## src/rtl/lock_pkg.sv

```systemverilog
// Shared types and key codes for the keypad combination lock receiver.
package lock_pkg;

  typedef enum logic [2:0] {
    ST_IDLE,
    ST_ENTRY,
    ST_CHECK,
    ST_OPEN,
    ST_FAIL,
    ST_LOCKOUT
  } lock_state_t;

  localparam logic [3:0] KEY_ENTER = 4'hE;
  localparam logic [3:0] KEY_CLEAR = 4'hF;

  function automatic logic is_digit(input logic [3:0] k);
    return (k <= 4'd9);
  endfunction

endpackage

```

## src/rtl/keycode_sync.sv

```systemverilog
// Header-side front end: synchronizes the keypad code/valid pins and turns each
// qualified press into a one-cycle strobe with the captured key code.
module keycode_sync (
  input  logic       clk,
  input  logic       rst_n,
  input  logic [3:0] key_code_in,
  input  logic       key_validn_in,
  output logic       key_strobe,
  output logic [3:0] key_value
);

  logic [3:0] code_s1;
  logic [3:0] code_s2;
  logic       vn_s1;
  logic       vn_s2;
  logic       vn_d1;
  logic       vn_d2;
  logic       press;

  // Synchronized validn history: low, low, preceded by high. A held key only
  // shows that pattern once, and a single low sample never completes it.
  assign press = !vn_s2 && !vn_d1 && vn_d2;

  always_ff @(posedge clk or negedge rst_n) begin
    if (!rst_n) begin
      code_s1    <= 4'd0;
      code_s2    <= 4'd0;
      vn_s1      <= 1'b1;
      vn_s2      <= 1'b1;
      vn_d1      <= 1'b1;
      vn_d2      <= 1'b1;
      key_strobe <= 1'b0;
      key_value  <= 4'd0;
    end else begin
      code_s1    <= key_code_in;
      code_s2    <= code_s1;
      vn_s1      <= key_validn_in;
      vn_s2      <= vn_s1;
      vn_d1      <= vn_s2;
      vn_d2      <= vn_d1;
      key_strobe <= press;
      if (press) begin
        key_value <= code_s2;
      end
    end
  end

endmodule

```

## src/rtl/keypad_lock_rx.sv

```systemverilog
// Keypad link receiver plus combination-lock FSM: digit entry, combination
// check, timed unlocked/error/lockout indications and a consecutive-failure count.
module keypad_lock_rx
  import lock_pkg::*;
#(
  parameter int          DIGITS      = 4,
  parameter logic [31:0] COMBO       = 32'h0000_1234,
  parameter int          MAX_FAIL    = 3,
  parameter int          ERR_CYCLES  = 25_000_000,
  parameter int          OPEN_CYCLES = 250_000_000,
  parameter int          LOCK_CYCLES = 500_000_000
) (
  input  logic        MAX10_CLK1_50,
  input  logic        rst,
  input  logic [3:0]  key_code_in,
  input  logic        key_validn_in,
  output logic        key_strobe,
  output logic [3:0]  key_value,
  output logic [3:0]  digit_count,
  output logic [31:0] entry,
  output logic        unlocked,
  output logic        error,
  output logic        lockout,
  output logic [2:0]  fail_count,
  output lock_state_t state
);

  localparam logic [63:0] MASK64       = (64'd1 << (4 * DIGITS)) - 64'd1;
  localparam logic [31:0] COMBO_MASKED = COMBO & MASK64[31:0];
  localparam logic [3:0]  DIGITS4      = 4'(DIGITS);
  localparam logic [2:0]  MAX_FAIL3    = 3'(MAX_FAIL);
  localparam logic [31:0] ERR_LOAD     = 32'(ERR_CYCLES - 1);
  localparam logic [31:0] OPEN_LOAD    = 32'(OPEN_CYCLES - 1);
  localparam logic [31:0] LOCK_LOAD    = 32'(LOCK_CYCLES - 1);

  logic [31:0] timer;
  logic [2:0]  fail_next;
  logic        match;

  keycode_sync u_sync (
    .clk          (MAX10_CLK1_50),
    .rst_n        (rst),
    .key_code_in  (key_code_in),
    .key_validn_in(key_validn_in),
    .key_strobe   (key_strobe),
    .key_value    (key_value)
  );

  assign fail_next = fail_count + 3'd1;
  assign match     = (digit_count == DIGITS4) && (entry == COMBO_MASKED);

  // Timed states hold for N cycles: timer is loaded with N-1 on entry and the
  // state leaves on the cycle after it reads zero. Expiry wins over any strobe.
  always_ff @(posedge MAX10_CLK1_50 or negedge rst) begin
    if (!rst) begin
      state       <= ST_IDLE;
      entry       <= 32'd0;
      digit_count <= 4'd0;
      fail_count  <= 3'd0;
      timer       <= 32'd0;
      unlocked    <= 1'b0;
      error       <= 1'b0;
      lockout     <= 1'b0;
    end else begin
      case (state)
        ST_IDLE: begin
          if (key_strobe && is_digit(key_value)) begin
            entry       <= {28'd0, key_value};
            digit_count <= 4'd1;
            state       <= ST_ENTRY;
          end
        end

        ST_ENTRY: begin
          if (key_strobe) begin
            if (is_digit(key_value)) begin
              // Upper nibbles are still zero while digit_count < DIGITS.
              if (digit_count < DIGITS4) begin
                entry       <= {entry[27:0], key_value};
                digit_count <= digit_count + 4'd1;
              end
            end else if (key_value == KEY_CLEAR) begin
              entry       <= 32'd0;
              digit_count <= 4'd0;
              state       <= ST_IDLE;
            end else if (key_value == KEY_ENTER) begin
              state <= ST_CHECK;
            end
          end
        end

        ST_CHECK: begin
          entry       <= 32'd0;
          digit_count <= 4'd0;
          if (match) begin
            fail_count <= 3'd0;
            unlocked   <= 1'b1;
            timer      <= OPEN_LOAD;
            state      <= ST_OPEN;
          end else begin
            fail_count <= fail_next;
            if (fail_next == MAX_FAIL3) begin
              lockout <= 1'b1;
              timer   <= LOCK_LOAD;
              state   <= ST_LOCKOUT;
            end else begin
              error <= 1'b1;
              timer <= ERR_LOAD;
              state <= ST_FAIL;
            end
          end
        end

        ST_OPEN: begin
          if (timer == 32'd0 || (key_strobe && key_value == KEY_CLEAR)) begin
            unlocked <= 1'b0;
            timer    <= 32'd0;
            state    <= ST_IDLE;
          end else begin
            timer <= timer - 32'd1;
          end
        end

        ST_FAIL: begin
          if (timer == 32'd0) begin
            error <= 1'b0;
            state <= ST_IDLE;
          end else begin
            timer <= timer - 32'd1;
          end
        end

        ST_LOCKOUT: begin
          if (timer == 32'd0) begin
            lockout    <= 1'b0;
            fail_count <= 3'd0;
            state      <= ST_IDLE;
          end else begin
            timer <= timer - 32'd1;
          end
        end

        default: begin
          state <= ST_IDLE;
        end
      endcase
    end
  end

endmodule

```

## config.mk

```make
export PLATFORM = sky130hd
export DESIGN_NAME = keypad_lock_rx
export DESIGN_NICKNAME = d
export VERILOG_FILES = /design/src/rtl/lock_pkg.sv /design/src/rtl/keycode_sync.sv /design/src/rtl/keypad_lock_rx.sv
export SDC_FILE = /design/constraint.sdc
export NUM_CORES = 1
export LEC_CHECK = 0
export ABC_CLOCK_PERIOD_IN_PS = 4880
export BUFFER_PORTS_ARGS = -buffer_cell sky130_fd_sc_hd__buf_2
export CAP_MARGIN = 20
export CORE_MARGIN = 2
export CORE_UTILIZATION = 62
export CTS_CLUSTER_DIAMETER = 80
export CTS_CLUSTER_SIZE = 12
export DETAILED_ROUTE_END_ITERATION = 16
export PLACE_DENSITY = 0.84
export SLEW_MARGIN = 20
export SYNTH_ARGS = -nofsm -noshare
export SYNTH_HDL_FRONTEND = slang
export SYNTH_SLANG_ARGS = --single-unit
```

## constraint.sdc

```tcl
create_clock -name MAX10_CLK1_50 -period 4.88 [get_ports MAX10_CLK1_50]
set_clock_uncertainty 0.2 [all_clocks]
set_input_delay 0.244 -clock MAX10_CLK1_50 [delete_from_list [all_inputs] [get_ports MAX10_CLK1_50]]
set_output_delay 0.244 -clock MAX10_CLK1_50 [all_outputs]
set_load 0.005 [all_outputs]
```

After elaboration in Yosys (flattened, before gate mapping). Index checks and enable logic that the tools add are counted.

Bits in registers: 94. Bits in latches: 0. Bits in writable memories: 0. Memory bits (read-only): 0. Input bits: 7. Output and inout bits: 50. Word-level logic and storage cells: 108. Memories kept: 0.

$add $sub $neg: 3. Multiply operators: 0. Div/mod/pow operators: 0. $lt $le $gt $ge: 2. Equal/unequal tests: 25. Shifts and indexed selects: 0. Mux-type cells: 39. Bitwise logic cells: 0. Reductions and logical operators: 23.

Operators with widths (number): $mux 32 (7); $pmux 32 s3 (2); $mux 29 (2); $eq 32x13->1 const B (1); $logic_not 32->1 (1); $sub 32x1->32 const B (1); $mux 3 (9); $mux 4 (5); $ne 2x2->1 const B (10); $pmux 3 s5 (1); $pmux 4 s3 (1); $eq 3x2->1 const B (3); $ne 3x3->1 const B (3); $eq 4x4->1 const B (2); $mux 1 (8); $reduce_and 4->1 (2); $eq 3x3->1 const B (2); $pmux 1 s2 (3); $pmux 3 s2 (1); $reduce_and 6->1 (1); $reduce_bool 2->1 (3); $reduce_bool 3->1 (2); $logic_and 1x1->1 (5); $reduce_and 5->1 (1); other kinds (13) (16).

Depth between registers and ports, before layout.
Depth after elaboration: 6. Mapped depth: 9.

By module. Synthesis repeated with hierarchy kept, for this count alone.

Cells, all modules: 520. Area total of the unflattened synthesis: 4712.0 um^2.

By module, submodules not included: keypad_lock_rx (times used 1, cells an instance 498, area an instance 4217.8 um^2, sequential area each 1926.8 um^2); keycode_sync (times used 1, cells an instance 22, area an instance 494.2 um^2, sequential area each 430.4 um^2).

Least setup slack after synthesis. No wires, ideal clock.

Path type: register to register. From: register timer[28]. To: register timer[15]. Setup time: 137 ps. Arrival time: 2279 ps. Setup slack: 2264 ps. Cell stages (with the launch flop): 8. Buffers on the path: 1. Cell sequence: dfrtp_1 or4_4 or4_4 nor4_4 nor2_2 buf_6 a31oi_1 o22ai_1.

Cells in the longest elaborated chain, start to end: 4.

Ends and longest elaborated chain: from (decl) (line keypad_lock_rx.sv:36) `logic [31:0] timer;`; from (signal assigned) (line keypad_lock_rx.sv:120) `timer <= timer - 32'd1;`; from (signal assigned) (line keypad_lock_rx.sv:129) `timer <= timer - 32'd1;`; from (signal assigned) (line keypad_lock_rx.sv:139) `timer <= timer - 32'd1;`; $logic_not 32->1 (*) (line keypad_lock_rx.sv:115, keypad_lock_rx.sv:125, keypad_lock_rx.sv:134); $logic_or 1x1->1 (line keypad_lock_rx.sv:115) `if (timer == 32'd0 || (key_strobe && key_value == KEY_CLEAR)) begin`; $mux 32 (line keypad_lock_rx.sv:115); $pmux 32 s3 (line keypad_lock_rx.sv:65) `case (state)`.

Every way passes the cells marked *; elsewhere a longest branch is shown, timed or not. A chain may end at the register's enable or synchronous reset.

Worst setup path after layout.
From: register timer[20]. To: register timer[26].

Cells in the longest elaborated chain, start to end: 4.

Ends and longest elaborated chain: branches (longest 4 deep; another with $sub 32x1->32).

Parallel ways; which one is timed is not known. The select of a mux whose other input is x is not followed.

==> impl_metrics.csv <==
group,metric,value,unit
critical_path,start_kind,"flip-flop",
clock_tree,cts.repair.resized,0,
critical_path,cp.arrival,3.42,ns
critical_path,cp.depth,6,
critical_path,crit_chain,"or4_4 -> nor4_1 -> nand3_1 -> a21oi_4 -> o21ai_0 -> a221o_1",
drt,drt_iter0_markers,485,
synthesis,syn_area,0.004731,mm2
critical_path,crit_buf_inv,0,
synthesis,yosys_most_used_dff,"dfrtp_1",
timing,worst_slew_pin_slew,1.049,ns
synthesis,synth_top_cell_area_share,47.61,%
clock_tree,clk_latency,0.37,ns
clock_tree,clock_sinks,94,
min_path,hold_path_class,"reg -> reg",
floorplanning,die_h,91.35,um
timing,hold_violations,0,
cells_and_area,final_cell_mix,"90 x dfrtp_1, 85 x nand2_1, 55 x buf_2",
critical_path,end_kind,"flip-flop",
run_status,status,"complete, no violations",
cells_and_area,nets,578,
place,hpwl,8103,um
cells_and_area,area_delta_synth_final,11.77,%
synthesis,async_reset_ff_share,100.0,%
power,power.leakage,2.328,nW
critical_path,cp_slowest_stage_delay,0.76,ns
floorplanning,initial_core_util,64.53,%
grt,grt_first_pass_wirelength,20070,um
critical_path,cp-endpoint,"timer[26]",
synthesis,synthDistinctLibCells,61,
place,gp_congestion,0.9515,
synthesis,syn_avg_cell_area,9.222,um2
drt,post-route-drc-count,0,
timing,setup_viol_count_final,0,
place,port_buffers,56,
cells_and_area,final_common_cell,"dfrtp_1",
min_path,hold_depth,0,
clock_tree,clk_path_buf_depth,2,
critical_path,worst_ep_required_time,4.94,ns
power,vdd.ir_drop.worst,286.5,uV
critical_path,ff2ff_setup_slack,1.52,ns
critical_path,reg2regPathDepth,6,
floorplanning,die_x,91.35,um
clock_tree,cts_max_level,3,
timing,min_period_over_period,68.77,%
run,cap_violations,0,
floorplanning,pin_count,57,
timing,timing.fmax,298.0,MHz
grt,grt_max_degree,72,
timing,slew_headroom,29.55,%
floorplanning,die_area,0.008345,mm2
critical_path,crit_start,"timer[20]",
cells_and_area,final_cells,669,
drt,drtAntennaViolNets,0,
grt,grtUsageTotal,29.87,%
timing,layout_min_cycle_time,3.356,ns
place,dpl.cell_count,647,
drt,wl,11790,um
clock_tree,cts_tree,"built",
critical_path,critPathMaxFanout,25,
grt,antenna_found_initial,0,
timing,rsz0062_at_grt,"false",
grt,grt_overflow,0,
cells_and_area,diodes,0,
critical_path,critPathKind,"reg -> reg",
place,post-place-ws,1.625,ns
critical_path,reg2reg_from,"timer[20]",
synthesis,yosys.area.top_type,"dfrtp_1",
drt,wl_per_cell,17.63,um
clock_tree,root_buffer,"clkbuf_8",
timing,fin_ws,1.524,ns
synthesis,ys_warn_count,0,
cells_and_area,layout-drive-gt1-share,19.12,%
synthesis,synth_cells,513,
clock_tree,path_clk_slew,0.09,ns
drt,dr.pass1.iters,6,
timing,hold-worst-slack,0.1570,ns
synthesis,ys_seq_area_share,49.83,%
timing,drv_slew,0,
power,powerDensity,527.6,mW/mm2
synthesis,synth_seq_cells,94,
floorplanning,rows,31,
clock_tree,post-cts-setup-buffers,0,
synthesis,synthesis.nets,526,
grt,grt_pass1_vias,4058,
drt,viasPerCell,6.371,
drt,num_vias,4262,
critical_path,critPathTopFamily,"compound AO/OA/AOI/OAI gates",
synthesis,synth_edf_count,0,
critical_path,crit_slowest_cell,"a21oi_4",
clock_tree,numCtsBuffers,9,
cells_and_area,num-fill-cells,547,
synthesis,yosys-top-cells-area,"dfrtp_1 48%, nand2_1 6.8%, o21ai_0 5.4%",
critical_path,r2r_end,"timer[26]",
floorplanning,coreArea,0.007331,mm2
timing,totalNegativeSetupSlack,0,ns
[flip-flops by register name, summed over array words and instances (netlist names)]
register	count
timer	32
u_sync.key_value	4
u_sync.vn_s2	1
fail_count	3
u_sync.key_strobe	1
unlocked	1
entry	32
u_sync.vn_s1	1
lockout	1
state	3
u_sync.vn_d2	1
u_sync.vn_d1	1
error	1
u_sync.code_s2	4
digit_count	4
u_sync.code_s1	4
[per-stage QoR]
step                power [mW]  utilization (%)  area (um2)
finish                   2.790            72.13        5288
CTS                      2.765            72.03        5280
global placement         2.213            68.73        5039
floorplan                1.966                -        4731
detailed placement       2.273            68.73        5039
global route             2.967            72.13        5288
[layout make-up]
class / count / area [um2] / share of cell area [%]
well taps: 99 / 123.9 / 2.343
multi-input cells: 381 / 2211 / 41.81
inverters: 15 / 56.30 / 1.065
clock buffers: 10 / 127.6 / 2.414
repair buffers: 64 / 357.8 / 6.768
flip-flops and latches: 94 / 2357 / 44.58
clock inverters: 6 / 53.80 / 1.018
[repair_timing]
action	CTS	global route
endpoints found under the hold margin	43	0
endpoints found under the setup margin	0	0
hold buffers	6	0
[Yosys cell counts, types with 2 or more instances]
cell type,number
or3_1,5
or2_2,3
buf_6,4
o2bb2ai_1,8
nand3_1,13
nor3b_1,2
o21ai_2,10
nand4_1,3
or4_4,3
o21ai_1,6
and3_1,3
nor2_1,35
o22ai_1,7
o21ai_0,51
o211ai_1,2
nand2b_1,6
nor3_1,21
and2_1,2
xnor2_1,3
dfstp_2,4
nor2b_1,5
a31oi_1,9
nand2_1,86
clkbuf_1,17
ha_1,6
o22a_1,2
a22o_1,5
inv_1,15
nor4b_1,4
mux2_2,4
a21oi_1,29
or4_1,3
a221o_1,2
dfrtp_1,90
o31ai_1,5
a21oi_2,3
nor4_1,13
[worst min path at each step]
stage                      start                 to  slack [ns]
6_report       u_sync.code_s1[0]  u_sync.code_s2[0]        0.16
5_1_grt        u_sync.code_s1[0]  u_sync.code_s2[0]        0.16
4_1_cts        u_sync.code_s1[0]  u_sync.code_s2[0]        0.16
3_5_place_dp                 rst          timer[23]        0.04
3_3_place_gp                 rst          timer[23]        0.04
2_1_floorplan                rst     digit_count[0]       -0.25
[power breakdown]
group	switching [mW]	total, mW	leakage, nW	internal [mW]
clock	0.299	0.494	0.0894	0.195
sequential	0.224	1.18	1.21	0.956
combinational	0.712	1.12	1.03	0.403
[per-layer routing]
metal / vias up / wire [um] / track usage, %
met1: 2046 / 5133 / 43.75
met3: 25 / 884 / 4.896
met5: - / 0 / 0
met2: 238 / 5499 / 45.93
met4: 0 / 276 / 9.470
li1: 1953 / - / -
[worst reg2reg max path: stages (launching register included)]
cell and delay [ns]:
dfrtp_1 0.46, or4_4 0.61, nor4_1 0.37, nand3_1 0.29, a21oi_4 0.76, o21ai_0 0.23
a221o_1 0.33
[logic make-up (layout without fill, tap and decap cells)]
family / after synthesis / after routing / share of synthesized area [%]
mux: 5 / 5 / 1.164
fa+ha+maj: 6 / 6 / 1.587
compound gates: 152 / 152 / 20.44
xor+xnor: 3 / 3 / 0.5555
buf+inv: 38 / 95 / 3.755
simple gates: 215 / 215 / 22.67
flops: 94 / 94 / 49.83
No activity file was read; power rests on OpenSTA's default activity.
